**config.mk**
```make
export PLATFORM = sky130hd
export DESIGN_NAME = bridge_demux
export DESIGN_NICKNAME = d
export VERILOG_FILES = /design/src/rtl/bridge_demux_pkg.sv /design/src/rtl/bridge_addr_decode.sv /design/src/rtl/bridge_demux.sv
export SDC_FILE = /design/constraint.sdc
export NUM_CORES = 1
export LEC_CHECK = 0
export CAP_MARGIN = 10
export CORE_MARGIN = 4
export CORE_UTILIZATION = 35
export CTS_CLUSTER_SIZE = 20
export DETAILED_ROUTE_END_ITERATION = 10
export DONT_BUFFER_PORTS = 1
export PLACE_DENSITY = 0.55
export SLEW_MARGIN = 20
export SYNTH_ARGS = -nofsm -noshare
export SYNTH_HDL_FRONTEND = slang
export SYNTH_SLANG_ARGS = --single-unit
```
**constraint.sdc**
```tcl
create_clock -name clk -period 5.07 [get_ports clk]
set_input_delay 0.507 -clock clk [delete_from_list [all_inputs] [get_ports clk]]
set_output_delay 0.507 -clock clk [all_outputs]
set_load 0.1 [all_outputs]
```
**src/rtl/bridge_demux_pkg.sv**
```systemverilog
// Shared definitions for the CPU-to-device bus bridge:
// address map, port indices, FSM encoding and defaults.
package bridge_demux_pkg;

  localparam int NPORT    = 4;
  localparam int PORT_DM  = 0;
  localparam int PORT_TC0 = 1;
  localparam int PORT_TC1 = 2;
  localparam int PORT_IO  = 3;

  localparam logic [31:0] DM_BASE   = 32'h0000_0000;
  localparam logic [31:0] DM_LIMIT  = 32'h0000_2FFF;
  localparam logic [31:0] TC0_BASE  = 32'h0000_7F00;
  localparam logic [31:0] TC0_LIMIT = 32'h0000_7F0B;
  localparam logic [31:0] TC1_BASE  = 32'h0000_7F10;
  localparam logic [31:0] TC1_LIMIT = 32'h0000_7F1B;
  localparam logic [31:0] IO_BASE   = 32'h0000_7F20;
  localparam logic [31:0] IO_LIMIT  = 32'h0000_7F3F;

  localparam int TIMEOUT_DEF = 15;

  typedef enum logic [1:0] {
    IDLE,
    ACCESS,
    RESP
  } state_t;

  function automatic logic in_range(
    input logic [31:0] a,
    input logic [31:0] lo,
    input logic [31:0] hi
  );
    return (a >= lo) && (a <= hi);
  endfunction

endpackage

```
**src/rtl/bridge_addr_decode.sv**
```systemverilog
// Address decoder: maps a byte address onto the
// one-hot device select and a mapped/unmapped flag.
module bridge_addr_decode
  import bridge_demux_pkg::*;
(
  input  logic [31:0] addr,
  output logic [3:0]  sel,
  output logic        hit
);

  // Windows are disjoint, so at most one bit is set
  always_comb begin
    sel           = '0;
    sel[PORT_DM]  = in_range(addr, DM_BASE, DM_LIMIT);
    sel[PORT_TC0] = in_range(addr, TC0_BASE, TC0_LIMIT);
    sel[PORT_TC1] = in_range(addr, TC1_BASE, TC1_LIMIT);
    sel[PORT_IO]  = in_range(addr, IO_BASE, IO_LIMIT);
    hit           = |sel;
  end

endmodule

```
**src/rtl/bridge_demux.sv**
```systemverilog
// Single-master to four-device bus bridge with
// registered handshake, wait states and timeout.
module bridge_demux
  import bridge_demux_pkg::*;
#(
  parameter int DW      = 32,
  parameter int TIMEOUT = TIMEOUT_DEF
) (
  input  logic            clk,
  input  logic            reset,
  input  logic            req_valid,
  output logic            req_ready,
  input  logic            req_we,
  input  logic [31:0]     req_addr,
  input  logic [DW-1:0]   req_wdata,
  input  logic [3:0]      req_be,
  output logic            resp_valid,
  output logic [DW-1:0]   resp_rdata,
  output logic            resp_err,
  output logic [3:0]      dev_sel,
  output logic            dev_we,
  output logic [31:0]     dev_addr,
  output logic [DW-1:0]   dev_wdata,
  output logic [3:0]      dev_be,
  input  logic [3:0]      dev_ready,
  input  logic [4*DW-1:0] dev_rdata
);

  state_t        state;
  logic [7:0]    cnt;
  logic [3:0]    dec_sel;
  logic          dec_hit;
  logic          req_ok;
  logic          dev_done;
  logic          timed_out;
  logic [DW-1:0] sel_rdata;

  bridge_addr_decode u_dec (
    .addr (req_addr),
    .sel  (dec_sel),
    .hit  (dec_hit)
  );

  assign req_ok    = dec_hit && (req_addr[1:0] == 2'b00);
  assign dev_done  = |(dev_sel & dev_ready);
  assign timed_out = (cnt == 8'(TIMEOUT));

  // Pick the read data of whichever port is selected
  always_comb begin
    sel_rdata = '0;
    unique case (1'b1)
      dev_sel[PORT_DM]:  sel_rdata = dev_rdata[PORT_DM*DW +: DW];
      dev_sel[PORT_TC0]: sel_rdata = dev_rdata[PORT_TC0*DW +: DW];
      dev_sel[PORT_TC1]: sel_rdata = dev_rdata[PORT_TC1*DW +: DW];
      dev_sel[PORT_IO]:  sel_rdata = dev_rdata[PORT_IO*DW +: DW];
      default:           sel_rdata = '0;
    endcase
  end

  // Request/access/response sequencer; all outputs registered
  always_ff @(posedge clk or posedge reset) begin
    if (reset) begin
      state      <= IDLE;
      cnt        <= '0;
      req_ready  <= 1'b1;
      resp_valid <= 1'b0;
      resp_rdata <= '0;
      resp_err   <= 1'b0;
      dev_sel    <= '0;
      dev_we     <= 1'b0;
      dev_addr   <= '0;
      dev_wdata  <= '0;
      dev_be     <= '0;
    end else begin
      unique case (state)
        IDLE: begin
          if (req_valid && req_ready) begin
            req_ready <= 1'b0;
            cnt       <= '0;
            if (req_ok) begin
              state     <= ACCESS;
              dev_sel   <= dec_sel;
              dev_we    <= req_we;
              dev_addr  <= req_addr;
              dev_wdata <= req_wdata;
              dev_be    <= req_be;
            end else begin
              // Bad address never reaches a device
              state      <= RESP;
              resp_valid <= 1'b1;
              resp_err   <= 1'b1;
              resp_rdata <= '0;
            end
          end
        end
        ACCESS: begin
          if (dev_done) begin
            state      <= RESP;
            dev_sel    <= '0;
            resp_valid <= 1'b1;
            resp_err   <= 1'b0;
            resp_rdata <= dev_we ? '0 : sel_rdata;
          end else if (timed_out) begin
            state      <= RESP;
            dev_sel    <= '0;
            resp_valid <= 1'b1;
            resp_err   <= 1'b1;
            resp_rdata <= '0;
          end else begin
            cnt <= cnt + 8'd1;
          end
        end
        RESP: begin
          state      <= IDLE;
          resp_valid <= 1'b0;
          resp_err   <= 1'b0;
          resp_rdata <= '0;
          req_ready  <= 1'b1;
        end
        default: begin
          state     <= IDLE;
          req_ready <= 1'b1;
        end
      endcase
    end
  end

endmodule
```
==> results.toml, run 1 <==
[status]
status = "finished, final reports clean"

[finish]
final_cell_mix = "dfrtp_1 (113), mux2_2 (46), o2bb2ai_1 (34), a22o_1 (33), a221oi_1 (32)"
drive_above_1_share_pct = 23.5
diodes = 0
syn2layout_area_growth_pct = 13.7
final_common_cell = "dfrtp_1"
stdcell_count = 597
nNetsFinal = 605

[critical_path]
regToRegEndpoint = "dev_wdata[28]"
start_kind = "flip-flop"
crit_path_max_incr_delay_ns = 0.89
cp.required_ns = 5.35
critPathKind = "reg -> reg"
crit_slowest_cell = "dfstp_2"
r2r_cells = 5
r2r-start = "req_ready"
cp_cell_sequence = "nand3_1 > nor3_2 > a21boi_4 > buf_4 > mux2_2"
critPathMaxFanout = 64
crit_path_end_kind = "flip-flop"
ff2ff_setup_slack_ns = 2.01
arrival_ns = 3.34

[pwr]
combPwrFrac_pct = 2.6
p_clk_share_pct = 53.6
internal_power_mw = 1.79
peakVddDrop_v = 0.000235
p_switching_mw = 0.560
p_leak_nw = 2.67
switching_share_pct = 23.8
p_seq_share_pct = 43.8
power_density_nw_per_um2 = 392

[synth]
synth_top_family_by_area = "compound AO/OA/AOI/OAI gates"
synth-compound-area-share_pct = 20.8
synth_xor_area_share_pct = 0.331
syn-num-nets = 614
syn_area_per_cell_um2 = 12.9
syn_inst = 409
synth-edff-count = 0
synth-async-reset-ratio_pct = 100
yosys_warnings = 0
synthAdderAreaFrac_pct = 0.237
ys_types = 52
ys_seq_elements = 118
yosys_most_used_dff = "dfrtp_1"
synth_seq_area_share_pct = 55.9
synthSimpleGateAreaFrac_pct = 7.85
synthMuxAreaShare_pct = 11.2
synth.cell_area_um2 = 5290

[placement]
place_congestion = 0.815
place_inst = 565
dpl.hpwl_mm = 11.1
io_buffers = 0

[routing]
drt-initial-drc-count = 208
vias = 3584
wire_per_inst_um = 25.3
first_pass_iters = 4
antenna_left = 0
totalWireLength_mm = 15.1
viasPerCell = 6.00
drc_errors = 0

[grt]
grt_max_degree = 79
first_global_vias = 3711
grt_pass1_wl_mm = 20.9
antenna_found_initial = 1
grtUsageTotal_pct = 16.4
grt_overflow = 0

[timing]
hold_violations = 0
setup_viol = 0
rsz0062_at_grt = "false"
skew_ns = 0.00620
drv_slew = 0
worst_pin_slew_ns = 1.16
fmax_mhz = 327
finalCritPeriodShare_pct = 60.4
slew_headroom_pct = 22.8
tns_ns = 0
fin_crit_ns = 3.06

[floorplanning]
die_x_um = 131
core_area_um2 = 14600
die_area_um2 = 17100
start_util_pct = 36.1
rows = 44
die_h_um = 131
io_pins = 312

[cts]
cts_made_buffers = 17
cts_root_buffer = "clkbuf_16"
numClockSinks = 118
h-tree-depth = 4
ctsHoldBuffers = 0
clk_pin_slew_ns = 0.05
cts_tree = "yes"
postCtsSetupBuffers = 0
cts_buffer_depth = 2
clock_latency_ns = 0.40
ctsResizeCount = 0

[min_path]
holdPathStages = 1
worst_hold_path.endpoint = "dev_sel[1]"
min_path_type = "in -> reg"
hold_path_startpoint = "req_addr[4]"

[run]
drv_cap = 0
[cells by family after synthesis]
logic type                 after synthesis
AOI/OAI and AO/OA                      129
xor gates and xnor gates                 2
adders and majority gates                1
buffers and inverters                   37
DFF                                    118
muxes                                   53
and+or+nand+nor                         69
[metrics by stage]
| step | hold WS [ns] | instance area [um2] | setup WS [ns] | power (mW) | utilization, % |
|---|---|---|---|---|---|
| after floorplan | 0.464 | 5290 | 1.44 | 1.09 | - |
| after global placement | 0.506 | 5380 | 2.08 | 1.11 | 36.7 |
| after detailed placement | 0.497 | 5380 | 1.98 | 1.11 | 36.7 |
| after CTS | 0.155 | 6010 | 1.98 | 2.40 | 41.0 |
| after global routing | 0.167 | 6010 | 1.78 | 2.45 | 41.1 |
| final | 0.181 | 6010 | 2.01 | 2.35 | 41.1 |
[Yosys cell counts, drive strengths merged, types with 2 or more instances]
| library cell | n | area, um2 |
|---|---|---|
| o21ai | 7 | 38.8 |
| mux2i | 3 | 30.0 |
| o2bb2ai | 34 | 298 |
| nand4 | 3 | 18.8 |
| nor4 | 5 | 31.3 |
| xor2 | 2 | 17.5 |
| nor3 | 4 | 25.0 |
| or4 | 2 | 15.0 |
| nor2 | 7 | 42.5 |
| o211ai | 2 | 15.0 |
| dfrtp | 117 | 2930 |
| nor2b | 20 | 125 |
| a21oi | 6 | 30.0 |
| buf | 17 | 119 |
| nand3 | 8 | 40.0 |
| inv | 5 | 18.8 |
| or3 | 2 | 13.8 |
| a221oi | 32 | 280 |
| clkbuf | 15 | 56.3 |
| a22o | 35 | 309 |
| mux2 | 50 | 563 |
| a21boi | 2 | 26.3 |
| nand2 | 10 | 37.5 |
| and3 | 2 | 12.5 |
[per-layer routing]
metal	up-vias	wire [um]	track usage (%)
met5	-	13	0
met4	2	258	6.35
met3	17	1390	5.98
met2	230	8000	28.7
met1	1753	5460	18.2
li1	1582	-	-
[flip-flops by register name (all words and copies together), names as in the netlist]
name / cells
resp_valid: 1
resp_rdata: 32
dev_be: 4
dev_wdata: 32
req_ready: 1
dev_sel: 4
resp_err: 1
state: 2
dev_addr: 32
cnt: 8
dev_we: 1
[how the worst max path moves through the flow]
stage | start | to
2_1_floorplan | reset | cnt[0]
3_3_place_gp | req_ready | dev_wdata[27]
3_5_place_dp | req_ready | dev_wdata[25]
4_1_cts | req_ready | dev_wdata[28]
5_1_grt | req_ready | dev_wdata[26]
6_report | req_ready | dev_wdata[28]
[layout make-up]
type | instances | area [um2]
clock buffer | 18 | 429
clock inverter | 14 | 199
fill | 1362 | 8630
inverter | 5 | 21.3
multi-input combinational | 254 | 2140
sequential | 118 | 2960
tap | 184 | 230
timing repair buffer | 4 | 30.0
[worst max-delay path, delay by kind of cell (launching register included)]
family                 cells  cell delay (ns)
AO/OA/AOI/OAI              1             0.34
buffers and inverters      1             0.62
flip-flops                 1             0.89
multiplexers               1             0.42
AND/OR/NAND/NOR            2             0.63
[power groups by stage]
stage	clock [mW]	sequential, mW	combinational, mW
after floorplan	0	1.05	0.0471
after global placement	0	1.05	0.0612
after detailed placement	0	1.05	0.0628
after CTS	1.30	1.03	0.0629
after global routing	1.34	1.03	0.0705
final	1.26	1.03	0.0602
No activity file was read; power rests on OpenSTA's default activity.
==> run 2: changes to the inputs <==
==> constraint.sdc (replaced) <==
create_clock -name clk -period 3.2 [get_ports clk]
set_input_delay 0.32 -clock clk [delete_from_list [all_inputs] [get_ports clk]]
set_output_delay 0.32 -clock clk [all_outputs]
set_load 0.1 [all_outputs]
==> results.toml, run 2 (synthesis gave the netlist of run 1 again) <==
[floorplanning]
die_h_um = 131
rows = 44
start_util_pct = 36.1
die_x_um = 131
die_area_um2 = 17100
core_area_um2 = 14600
io_pins = 312

[finish]
post-route-util_pct = 41.2
nNetsFinal = 615
diodes = 0
multi_input_area_um2 = 2140
regArea_um2 = 2960
stdcell_count = 607
final_common_cell = "dfrtp_1"
drive_above_1_share_pct = 24.8
largestRegisters = "dev_addr (32), dev_wdata (32), resp_rdata (32)"
syn2layout_area_growth_pct = 14.1
fill_cells = 1391
final_cell_mix = "dfrtp_1 (113), mux2_2 (46), o2bb2ai_1 (34), a22o_1 (33), a221oi_1 (32)"

[routing]
antenna_left = 0
wire_per_inst_um = 25.3
met3_wirelength_mm = 1.41
first_pass_iters = 4
vias = 3595
viasPerCell = 5.92
wl_met1_mm = 5.78
drt-initial-drc-count = 191
routed-wl-met2_mm = 7.75
top_layer = "met5"
totalWireLength_mm = 15.3
drc_errors = 0

[status]
status = "finished, final reports clean"

[timing]
drv_slew = 0
skew_ns = 0.00865
hold_violations = 0
rsz0062_at_grt = "false"
worst_pin_slew_ns = 0.981
fmax_mhz = 395
slew_headroom_pct = 34.6
tns_ns = 0
setup_viol = 0
fin_crit_ns = 2.53
finalCritPeriodShare_pct = 79.0

[run]
drv_cap = 0

[critical_path]
start_kind = "flip-flop"
cp_cell_sequence = "nor2_1 > nand3_1 > nor3_2 > a21boi_4 > buf_4 > mux2_2"
startpoint = "state[0]"
r2r_cells = 6
regToRegEndpoint = "dev_wdata[9]"
cp.required_ns = 3.48
crit_slowest_cell = "dfrtp_1"
crit_path_end_kind = "flip-flop"
critPathKind = "reg -> reg"
ff2ff_setup_slack_ns = 0.67
endpoint = "dev_wdata[9]"
crit_path_max_incr_delay_ns = 0.52
arrival_ns = 2.81
critPathMaxFanout = 51
r2r-start = "state[0]"

[cts]
cts_buffer_depth = 2
h-tree-depth = 4
ctsResizeCount = 0
cts_root_buffer = "clkbuf_16"
clock_latency_ns = 0.40
postCtsSetupBuffers = 0
cts_tree = "yes"
cts_made_buffers = 17
numClockSinks = 118
clk_pin_slew_ns = 0.05

[pwr]
p_leak_nw = 2.68
power_density_nw_per_um2 = 583
peakVddDrop_v = 0.000317

[grt]
grt_max_degree = 54
antenna_found_initial = 1
grtUsageTotal_pct = 16.9
grt_overflow = 0
first_global_vias = 3763
grt_pass1_wl_mm = 21.4

[placement]
place_congestion = 0.807
io_buffers = 0
dpl.hpwl_mm = 11.5
place_inst = 573

[min_path]
min_path_type = "in -> reg"
hold_path_startpoint = "req_wdata[5]"
holdPathStages = 1
run 2: worst max-delay path: cells and delay by family (launching register included):
family	cells	cell delay (ns)
muxes	1	0.40
and+or+nand+nor	3	0.71
buffers and inverters	1	0.50
DFF	1	0.52
AOI/OAI and AO/OA	1	0.23
run 2: worst min-delay path by stage:
stage / to / slack [ns]
final: dev_wdata[5] / 0.05
after global routing: dev_addr[2] / 0.03
after CTS: dev_wdata[5] / 0.02
after detailed placement: dev_wdata[29] / 0.25
after global placement: dev_wdata[29] / 0.24
after floorplan: dev_sel[1] / 0.40
run 2: per-stage QoR:
stage                     hold WS [ns]  total power, mW  instance area, um2  worst slack, ns
after floorplan                  0.402             1.73                5290            0.704
after detailed placement         0.253             1.77                5460            0.700
after CTS                       0.0241             3.58                6040            0.685
after global routing            0.0288             3.66                6040            0.541
final                           0.0470             3.52                6040            0.671
after global placement           0.240             1.77                5460            0.802
run 2: cell type report:
type,count,share of cell area (%)
flip-flops and latches,118,49.0
multi-input cells,254,35.5
clock inverters,12,1.72
inverters,5,0.373
well taps,184,3.81
repair buffers,14,2.03
clock buffers,20,7.57
run 2: repair_timing:
item | CTS | global route
endpoints found under the setup margin | 0 | 0
endpoints found under the hold margin | 22 | 0
hold buffers | 2 | 0
run 2: per-layer routing:
metal	global-route usage (%)	vias up
li1	-	1595
met1	19.2	1755
met2	28.8	220
met3	6.38	23
met4	6.96	2
met5	0	-
run 2: report_power, final:
group	switching (mW)	internal, mW	total, mW
Clock	0.670	1.10	1.77
Combinational	0.0894	0.0321	0.122
Sequential	0.112	1.51	1.62
Total	0.872	2.64	3.52
==> run 3: changes to the inputs <==
--- a/config.mk
+++ b/config.mk
@@ -5,13 +5,14 @@
 export SDC_FILE = /design/constraint.sdc
 export NUM_CORES = 1
 export LEC_CHECK = 0
+export ABC_AREA = 1
 export CAP_MARGIN = 10
 export CORE_MARGIN = 4
 export CORE_UTILIZATION = 35
 export CTS_CLUSTER_SIZE = 20
 export DETAILED_ROUTE_END_ITERATION = 10
 export DONT_BUFFER_PORTS = 1
-export PLACE_DENSITY = 0.55
+export PLACE_DENSITY = 0.57
 export SLEW_MARGIN = 20
 export SYNTH_ARGS = -nofsm -noshare
 export SYNTH_HDL_FRONTEND = slang
==> constraint.sdc (replaced) <==
create_clock -name clk -period 2.3 [get_ports clk]
set_input_delay 0.23 -clock clk [delete_from_list [all_inputs] [get_ports clk]]
set_output_delay 0.23 -clock clk [all_outputs]
set_load 0.1 [all_outputs]
==> results.toml, run 3 <==
[placement]
place_congestion = 0.820
dpl.hpwl_mm = 12.3
io_buffers = 0
pre_cts_slack_ns = 0.393

[synth]
syn-num-nets = 908
synth_commonest_cells = "nand2_1 (205), dfrtp_1 (117), inv_1 (88)"
synth.top_cell.area_share_pct = 49.1
synthMuxAreaShare_pct = 0
ys_types = 30
yosys_most_used_dff = "dfrtp_1"
synth_most_common_cell = "nand2_1"
synth-compound-area-share_pct = 17.0
synth-async-reset-ratio_pct = 100
synth_xor_area_share_pct = 0.441
synth-edff-count = 0
post-synth-top-area-cell = "dfrtp_1"
synthSimpleGateAreaFrac_pct = 22.8
synth_seq_area_share_pct = 49.5
ys_seq_elements = 118
syn_area_per_cell_um2 = 8.48
synth.cell_area_um2 = 5960
synth_top_family_by_area = "simple AND/OR/NAND/NOR gates"
synth.area.top_cells = "dfrtp_1 (49%), nand2_1 (13%), inv_1 (5.5%), a22o_1 (5.0%), a221oi_1 (4.7%)"
synthAdderAreaFrac_pct = 0.210
syn_inst = 703
yosys_warnings = 0

[min_path]
min_path_type = "in -> reg"
holdPathStages = 2
hold_path_startpoint = "req_addr[5]"
worst_hold_path.endpoint = "dev_addr[5]"

[timing]
drv_slew = 0
rsz0062_at_grt = "false"
tns_ns = 0
skew_ns = 0.00873
whs_ns = 0.0379
worst_pin_slew_ns = 0.913
fin_ws_ns = 0.282
hold_violations = 0
setup_viol = 0
slew_headroom_pct = 39.1
fin_crit_ns = 2.02
finalCritPeriodShare_pct = 87.7
fmax_mhz = 496

[critical_path]
r2r-start = "dev_sel[0]"
cp.required_ns = 2.59
critPathKind = "in -> reg"
critPathMaxFanout = 54
regToRegEndpoint = "cnt[4]"
start_kind = "input pin"
arrival_ns = 2.31
crit_path_end_kind = "flip-flop"
r2r_cells = 8
ff2ff_setup_slack_ns = 0.39

[cts]
clk_pin_slew_ns = 0.05
cts_made_buffers = 17
clock_latency_ns = 0.41
ctsHoldBuffers = 50
cts_root_buffer = "clkbuf_16"
cts_tree = "yes"
numClockSinks = 118
postCtsSetupBuffers = 0
ctsResizeCount = 0
cts_buffer_depth = 2
h-tree-depth = 4

[finish]
syn2layout_area_growth_pct = 32.8
final_cell_mix = "nand2_1 (205), dfrtp_1 (112), buf_4 (96), inv_1 (87), nor2_1 (61)"
post-route-util_pct = 47.6
final_common_cell = "nand2_1"
largestRegisters = "dev_addr (32), dev_wdata (32), resp_rdata (32)"
nNetsFinal = 1038
diodes = 0
drive_above_1_share_pct = 24.0

[routing]
drt-initial-drc-count = 284
vias = 5363
drc_errors = 0
antenna_left = 0
viasPerCell = 5.04
first_pass_iters = 7
wire_per_inst_um = 16.5
totalWireLength_mm = 17.5

[grt]
grtUsageTotal_pct = 18.2
first_global_vias = 5497
grt_max_degree = 55
grt_overflow = 0
antenna_found_initial = 0
grt_pass1_wl_mm = 28.4

[pwr]
power_mw = 5.56
p_switching_mw = 1.48
switching_share_pct = 26.6
power_density_nw_per_um2 = 702
p_seq_share_pct = 38.4
internal_power_mw = 4.08
p_leak_nw = 4.24
p_clk_share_pct = 48.3
peakVddDrop_v = 0.000508
combPwrFrac_pct = 13.2

[run]
drv_cap = 0

[floorplanning]
rows = 47
die_x_um = 139
die_h_um = 139
die_area_um2 = 19200
core_area_um2 = 16600
start_util_pct = 35.8
io_pins = 312

[status]
status = "finished, final reports clean"
## run 3: cell count changes in the layout (fill, tap and decap cells not counted), moves of 34 or more
cell / previous run / this run
nand2_1: 10 / 205
buf_4: 11 / 96
inv_1: 4 / 87
nor2_1: 6 / 61
dlygate4sd3_1: 2 / 50
mux2_2: 46 / 0
o2bb2ai_1: 34 / 0
## run 3: area by class of cell
cell class                 count  area (um2)
fill                        1577        8720
clock inverter                 9         125
inverter                      89         338
timing repair buffer         151        1320
sequential                   118        2960
multi-input combinational    456        2420
clock buffer                  22         474
tap                          220         275
## run 3: per-layer routing
metal  GRT usage (%)  share of wire [%]  vias up
met4            7.12                2.4        0
met3            6.39                9.3       38
li1                -                  -     2530
met1            21.5                 39     2512
met5               0                  0        -
met2            30.4                 50      283
## run 3: metrics by stage
| stage | area (um2) | std cells |
|---|---|---|
| 4_1_cts | 7920 | 1065 |
| 3_3_place_gp | 6820 | 984 |
| 5_1_grt | 7920 | 1065 |
| 6_report | 7920 | 1065 |
| 3_5_place_dp | 6820 | 984 |
| 2_1_floorplan | 5970 | 703 |
## run 3: power groups by stage
stage / logic, mW / clock network, mW / registers (mW)
finish: 0.735 / 2.69 / 2.14
global route: 0.814 / 2.87 / 2.14
CTS: 0.748 / 2.77 / 2.14
detailed placement: 0.677 / 0 / 2.17
global placement: 0.671 / 0 / 2.17
floorplan: 0.358 / 0 / 2.38
## run 3: cell families after synthesis
family | after synthesis
simple gates | 322
compound gates | 130
buf+inv | 129
flops | 118
xor+xnor | 3
fa+ha+maj | 1
## run 3: worst max path at each step
| stage | from | to | slack (ns) |
|---|---|---|---|
| 3_5_place_dp | req_addr[30] | dev_wdata[8] | 0.39 |
| 2_1_floorplan | dev_sel[0] | dev_sel[3] | 0.13 |
| 5_1_grt | state[1] | cnt[4] | 0.17 |
| 4_1_cts | req_addr[2] | dev_wdata[8] | 0.32 |
| 3_3_place_gp | dev_sel[0] | cnt[4] | 0.41 |
| 6_report | req_addr[2] | dev_wdata[31] | 0.28 |
## run 3: worst max-delay path, cell delays in order
cell	delay, ns
dlygate4sd3_1	0.55
inv_1	0.09
nand2_1	0.07
nor2_1	0.12
nand3_2	0.11
nand2_1	0.09
nand2_1	0.06
inv_1	0.05
nand2_1	0.06
nand4_2	0.13
nand3_4	0.26
buf_12	0.29
nand2_1	0.09
o21ai_1	0.06
